File: config.mk
export PLATFORM = sky130hd
export DESIGN_NAME = reg_file_param
export DESIGN_NICKNAME = d
export VERILOG_FILES = /design/src/rtl/reg_file_pkg.sv /design/src/rtl/reg_file_bank.sv /design/src/rtl/reg_file_param.sv
export SDC_FILE = /design/constraint.sdc
export NUM_CORES = 1
export LEC_CHECK = 0
export BUFFER_PORTS_ARGS = -buffer_cell sky130_fd_sc_hd__buf_2
export CAP_MARGIN = 40
export CORE_ASPECT_RATIO = 0.6
export CORE_MARGIN = 4
export CORE_UTILIZATION = 40
export CTS_BUF_LIST = sky130_fd_sc_hd__clkbuf_16
export CTS_CLUSTER_SIZE = 16
export DETAILED_ROUTE_END_ITERATION = 16
export SLEW_MARGIN = 20
export SYNTH_ARGS = -nofsm -noshare
export SYNTH_HDL_FRONTEND = slang
export SYNTH_SLANG_ARGS = --single-unit
File: constraint.sdc
create_clock -name CLK -period 4.7 [get_ports CLK]
set_input_delay 0.235 -clock CLK [delete_from_list [all_inputs] [get_ports CLK]]
set_output_delay 0.235 -clock CLK [all_outputs]
set_load 0.02 [all_outputs]
File: src/rtl/reg_file_pkg.sv
// Shared defaults, state encoding and constants for the parametrised register file.
package reg_file_pkg;

  localparam int DEF_DATA_W = 32;
  localparam int DEF_ADDR_W = 5;

  // Register 0 is hardwired to zero on both read ports and ignores writes.
  localparam int REG_ZERO = 0;

  typedef enum logic {
    CLEAR = 1'b0,
    RUN   = 1'b1
  } state_t;

endpackage

File: src/rtl/reg_file_bank.sv
// Storage array: one synchronous write port and two asynchronous read ports.
module reg_file_bank
  import reg_file_pkg::*;
#(
  parameter int DATA_W = DEF_DATA_W,
  parameter int ADDR_W = DEF_ADDR_W
) (
  input  logic              clk,
  input  logic              we,
  input  logic [ADDR_W-1:0] a,
  input  logic [DATA_W-1:0] d,
  input  logic [ADDR_W-1:0] dpra1,
  output logic [DATA_W-1:0] dpo1,
  input  logic [ADDR_W-1:0] dpra2,
  output logic [DATA_W-1:0] dpo2
);

  localparam int DEPTH = 2 ** ADDR_W;

  logic [DATA_W-1:0] mem [DEPTH];

  always_ff @(posedge clk) begin
    if (we) begin
      mem[a] <= d;
    end
  end

  assign dpo1 = mem[dpra1];
  assign dpo2 = mem[dpra2];

endmodule

File: src/rtl/reg_file_param.sv
// Two-read/one-write register file with post-reset hardware clear, READY
// handshake, dropped-write flag and optional same-cycle write bypass.
module reg_file_param
  import reg_file_pkg::*;
#(
  parameter int DATA_W = DEF_DATA_W,
  parameter int ADDR_W = DEF_ADDR_W,
  parameter bit BYPASS = 1'b1
) (
  input  logic              CLK,
  input  logic              RESET,
  input  logic [ADDR_W-1:0] A1,
  output logic [DATA_W-1:0] RD1,
  input  logic [ADDR_W-1:0] A2,
  output logic [DATA_W-1:0] RD2,
  input  logic [ADDR_W-1:0] A3,
  input  logic [DATA_W-1:0] WD3,
  input  logic              WE3,
  output logic              READY,
  output logic              WDROP
);

  localparam logic [ADDR_W-1:0] LAST_PTR  = {ADDR_W{1'b1}};
  localparam logic [ADDR_W-1:0] ZERO_ADDR = ADDR_W'(REG_ZERO);

  state_t            state;
  logic [ADDR_W-1:0] clr_ptr;
  logic              ready;

  logic              bank_we;
  logic [ADDR_W-1:0] bank_a;
  logic [DATA_W-1:0] bank_d;
  logic [DATA_W-1:0] bank_q1;
  logic [DATA_W-1:0] bank_q2;

  // Clear walks every entry once; READY rises on the same edge that clears the last one.
  always_ff @(posedge CLK) begin
    if (RESET) begin
      state   <= CLEAR;
      clr_ptr <= '0;
      ready   <= 1'b0;
    end else begin
      case (state)
        CLEAR: begin
          if (clr_ptr == LAST_PTR) begin
            state <= RUN;
            ready <= 1'b1;
          end else begin
            clr_ptr <= clr_ptr + 1'b1;
          end
        end
        RUN: begin
          state <= RUN;
          ready <= 1'b1;
        end
        default: begin
          state   <= CLEAR;
          clr_ptr <= '0;
          ready   <= 1'b0;
        end
      endcase
    end
  end

  // The clear write owns the bank port while clearing; user writes only land in RUN.
  always_comb begin
    bank_we = 1'b0;
    bank_a  = clr_ptr;
    bank_d  = '0;
    if (!RESET) begin
      if (state == CLEAR) begin
        bank_we = 1'b1;
      end else if (WE3 && (A3 != ZERO_ADDR)) begin
        bank_we = 1'b1;
        bank_a  = A3;
        bank_d  = WD3;
      end
    end
  end

  reg_file_bank #(
    .DATA_W(DATA_W),
    .ADDR_W(ADDR_W)
  ) u_bank (
    .clk  (CLK),
    .we   (bank_we),
    .a    (bank_a),
    .d    (bank_d),
    .dpra1(A1),
    .dpo1 (bank_q1),
    .dpra2(A2),
    .dpo2 (bank_q2)
  );

  function automatic logic [DATA_W-1:0] resolve_read(
    input logic [ADDR_W-1:0] addr,
    input logic [DATA_W-1:0] stored,
    input logic              running,
    input logic              wr_en,
    input logic [ADDR_W-1:0] wr_addr,
    input logic [DATA_W-1:0] wr_data
  );
    logic [DATA_W-1:0] result;
    result = stored;
    if (addr == ZERO_ADDR || !running) begin
      result = '0;
    end else if (BYPASS && wr_en && (wr_addr == addr)) begin
      result = wr_data;
    end
    return result;
  endfunction

  assign RD1   = resolve_read(A1, bank_q1, state == RUN, WE3, A3, WD3);
  assign RD2   = resolve_read(A2, bank_q2, state == RUN, WE3, A3, WD3);
  assign READY = ready;
  assign WDROP = WE3 & ~ready;

endmodule
==> impl_metrics.prom <==
# TYPE chip_impl_metric gauge
chip_impl_metric{name="final_antenna_net_count",unit=""} 0
chip_impl_metric{name="starting_density",unit="%"} 40.3
chip_impl_metric{name="total_leakage_power",unit="uW"} 0.0170
chip_impl_metric{name="worst_path_largest_cell_delay",unit="ns"} 0.71
chip_impl_metric{name="global_route.overflow_total",unit=""} 0
chip_impl_metric{name="synth-async-reset-ratio",unit="%"} 0
chip_impl_info{name="min_from",value="WD3[4]"} 1
chip_impl_metric{name="drt-vias-per-instance",unit=""} 6.74
chip_impl_metric{name="tns",unit="ns"} 0
chip_impl_metric{name="final_slew_viol_count",unit=""} 0
chip_impl_metric{name="drt_iter0_drc",unit=""} 4467
chip_impl_metric{name="cts.repair_timing.setup_buffer_count",unit=""} 0
chip_impl_metric{name="cts_repair_resize_count",unit=""} 0
chip_impl_metric{name="via_count",unit=""} 30900
chip_impl_info{name="ys_top_cells_by_area",value="sky130_fd_sc_hd__edfxtp_1 63%, sky130_fd_sc_hd__mux4_2 16%, sky130_fd_sc_hd__mux2i_1 6.5%, sky130_fd_sc_hd__a221oi_1 2.8%, sky130_fd_sc_hd__a22oi_1 1.5%"} 1
chip_impl_info{name="netlist.top_cell.by_area",value="sky130_fd_sc_hd__edfxtp_1"} 1
chip_impl_info{name="worstReg2RegEnd",value="u_bank.mem[24][26]$_DFFE_PP_"} 1
chip_impl_metric{name="grt_first_pass_wirelength",unit="microns"} 231000
chip_impl_metric{name="routed_wirelength",unit="microns"} 165000
chip_impl_info{name="worstSetupPathType",value="reg -> reg"} 1
chip_impl_info{name="synthMostInstantiatedCell",value="sky130_fd_sc_hd__edfxtp_1"} 1
chip_impl_metric{name="timing.max_slew.rel_slack",unit="%"} 38.5
chip_impl_info{name="whs_endpoint",value="u_bank.mem[2][4]$_DFFE_PP_"} 1
chip_impl_metric{name="synth_enable_flop_cells",unit=""} 1024
chip_impl_metric{name="hpwl",unit="microns"} 102000
chip_impl_metric{name="tritoncts_num_sinks",unit=""} 1031
chip_impl_metric{name="grt_util_all_layers",unit="%"} 25.2
chip_impl_metric{name="final-hold-violation-count",unit=""} 0
chip_impl_metric{name="powerDensity",unit="nW/um^2"} 344
chip_impl_metric{name="synth.lib_cells_used.distinct",unit=""} 55
chip_impl_metric{name="port_buffers",unit=""} 115
chip_impl_metric{name="yosysTopAreaCellShare",unit="%"} 62.7
chip_impl_metric{name="fin_worst_skew",unit="ns"} 0.0236
chip_impl_metric{name="die_w",unit="microns"} 460
chip_impl_info{name="reg2reg_from",value="state$_SDFF_PP0_"} 1
chip_impl_metric{name="critPathRequiredTime",unit="ns"} 5.08
chip_impl_metric{name="numCtsBuffers",unit=""} 93
chip_impl_metric{name="worst_skew_pair.late_latency",unit="ns"} 0.72
chip_impl_metric{name="period_needed",unit="ns"} 3.79
chip_impl_metric{name="critPathMaxFanout",unit=""} 28
chip_impl_metric{name="register_to_register_path_depth",unit=""} 6
chip_impl_info{name="timing.critical_path.to_type",value="flop"} 1
chip_impl_metric{name="vias_in_the_first_global_route",unit=""} 30600
chip_impl_metric{name="die-area",unit="sq um"} 128000
chip_impl_info{name="synth_common_cells",value="1024 x sky130_fd_sc_hd__edfxtp_1, 355 x sky130_fd_sc_hd__mux4_2, 318 x sky130_fd_sc_hd__mux2i_1"} 1
chip_impl_metric{name="path_clk_slew",unit="ns"} 0.06
chip_impl_info{name="cts_tree",value="done"} 1
chip_impl_info{name="outcome",value="completed"} 1
chip_impl_metric{name="ctsHoldBuffers",unit=""} 2
chip_impl_metric{name="pre_antenna_drt_iters",unit=""} 6
chip_impl_info{name="holdCritPathClass",value="in -> reg"} 1
chip_impl_metric{name="gp_congestion",unit=""} 0.877
chip_impl_metric{name="syn-instance-count",unit=""} 2788
chip_impl_metric{name="ioPinCount",unit=""} 116
chip_impl_metric{name="grt_antenna_before_repair",unit=""} 3
chip_impl_metric{name="clockBufferDepth",unit=""} 3
chip_impl_metric{name="reg2reg_slack",unit="ns"} 0.91
chip_impl_metric{name="final_layout_size_suffix_gt1_share",unit="%"} 26.9
chip_impl_metric{name="synth_fp_nets",unit=""} 2840
chip_impl_metric{name="vdd.ir_drop.worst",unit="mV"} 0.253
chip_impl_info{name="library_cell_used_as_clock_root_buffer",value="sky130_fd_sc_hd__clkbuf_16"} 1
chip_impl_metric{name="maximum_level_of_the_cts_h_tree",unit=""} 3
chip_impl_metric{name="std_cell_rows",unit=""} 99
chip_impl_metric{name="netlist_area",unit="sq um"} 49000
chip_impl_metric{name="fmax",unit="GHz"} 0.264
chip_impl_metric{name="finalSetupViolCount",unit=""} 0
chip_impl_metric{name="yosysSeqAreaShare",unit="%"} 63.0
chip_impl_metric{name="report.power.total",unit="uW"} 19000
chip_impl_metric{name="grt_max_degree",unit=""} 123
chip_impl_info{name="critical_path.cell_chain",value="nor2b_1 -> o311a_2 -> buf_4 -> a41oi_2 -> nor2_4 -> buf_4"} 1
chip_impl_metric{name="die_height",unit="microns"} 279
chip_impl_metric{name="synth.avg_cell_area",unit="sq um"} 17.6
chip_impl_metric{name="flow.area_growth_from_synthesis",unit="%"} 12.9
chip_impl_metric{name="placeableCoreArea",unit="sq um"} 122000
chip_impl_metric{name="synth_seq_cells",unit=""} 1031
chip_impl_metric{name="finish.net_count",unit=""} 2953
chip_impl_metric{name="layout.core_utilization",unit="%"} 45.5
chip_impl_metric{name="ys.warnings.count",unit=""} 0
chip_impl_info{name="worstSetupStartpointType",value="flop"} 1
chip_impl_metric{name="worst_pin_slew",unit="ns"} 0.923
chip_impl_metric{name="critical_path_arrival",unit="ns"} 4.18
chip_impl_info{name="ys.flop_type",value="sky130_fd_sc_hd__edfxtp_1"} 1
chip_impl_metric{name="max_cap_viol_count",unit=""} 0
chip_impl_info{name="rsz0062_at_grt",value="no"} 1
chip_impl_metric{name="drc_errors",unit=""} 0
chip_impl_metric{name="detail_routed_net_length_per_standard_cell",unit="microns"} 35.9
chip_impl_info{name="worst_path_most_repeated_cell",value="sky130_fd_sc_hd__buf_4"} 1
chip_impl_metric{name="min_period_over_period",unit="%"} 80.7
chip_impl_metric{name="hold_depth",unit=""} 2
chip_impl_info{name="critical_path.slowest_cell",value="sky130_fd_sc_hd__o311a_2"} 1
==> state kept, by name, summed over array words and instances (netlist names) <==
name and flops:
clr_ptr 5, state 1, u_bank.mem 1024, READY 1
==> cell families after synthesis <==
family	share of synthesized area [%]
mux	22.9
flops	63.0
xor+xnor	0.232
compound gates	8.03
fa+ha+maj	0.0510
simple gates	2.95
buf+inv	2.87
==> cells in the final DEF (no fill, tap or decap), drive strengths merged, types with 30 or more instances in the layout <==
| master | netlist | layout |
|---|---|---|
| nand2 | 47 | 47 |
| a221oi | 157 | 157 |
| nand3 | 37 | 37 |
| mux2i | 319 | 319 |
| o211ai | 30 | 30 |
| mux4 | 355 | 355 |
| and2 | 34 | 34 |
| a31oi | 33 | 33 |
| nor2 | 110 | 110 |
| o21ai | 100 | 100 |
| a22oi | 96 | 96 |
| nand2b | 33 | 33 |
| clkbuf | 98 | 97 |
| buf | 143 | 257 |
| a21oi | 34 | 34 |
| edfxtp | 1024 | 1024 |
| a221o | 62 | 62 |
| clkinv | 1 | 44 |
==> routing by layer <==
layer  up-vias  global-route usage [%]  share of wire (%)
met1     16300                    38.7                 42
met4         0                    6.13                2.4
met5         -                       0                  0
met2      2218                    34.4                 41
li1      12100                       -                  -
met3       255                    8.25                 14
==> metrics by stage <==
| stage | area [sq um] | setup slack [ns] | cells | hold WS, ns |
|---|---|---|---|---|
| 2_1_floorplan | 49000 | 1.11 | 2788 | 0.534 |
| 3_3_place_gp | 51700 | 1.00 | 4377 | 0.546 |
| 3_5_place_dp | 52300 | 0.940 | 4412 | 0.552 |
| 4_1_cts | 55200 | 0.967 | 4582 | 0.0775 |
| 5_1_grt | 55400 | 0.760 | 4590 | 0.0633 |
| 6_report | 55400 | 0.906 | 4591 | 0.0664 |
==> area by class of cell <==
cell class	instances	area, sq um
antenna	1	2.50
clock buffer	97	2430
clock inverter	71	483
fill	10400	66300
inverter	8	30.0
multi-input combinational	1508	17100
sequential	1031	30900
tap	1616	2020
timing repair buffer	259	2450
==> power breakdown <==
part | switching (uW) | internal (uW)
Combinational | 891 | 535
Clock | 3480 | 4050
Sequential | 33.6 | 10000
==> worst max-delay path, delay by kind of cell (launching register included) <==
| kind | cells | cell delay, ns |
|---|---|---|
| buffers and inverters | 2 | 0.93 |
| flip-flops | 1 | 0.51 |
| AND/OR/NAND/NOR | 2 | 0.90 |
| AO/OA/AOI/OAI | 2 | 1.11 |
==> worst max-delay path by stage <==
stage / from / endpoint / slack [ns]
after floorplan: A3[3] / u_bank.mem[27][0]$_DFFE_PP_ / 1.11
after global placement: A3[4] / u_bank.mem[30][13]$_DFFE_PP_ / 1.00
after detailed placement: A3[4] / u_bank.mem[30][15]$_DFFE_PP_ / 0.94
after CTS: state$_SDFF_PP0_ / u_bank.mem[25][24]$_DFFE_PP_ / 0.97
after global routing: state$_SDFF_PP0_ / u_bank.mem[29][29]$_DFFE_PP_ / 0.76
final: state$_SDFF_PP0_ / u_bank.mem[24][26]$_DFFE_PP_ / 0.91
Power figures use the tool's default switching activity.
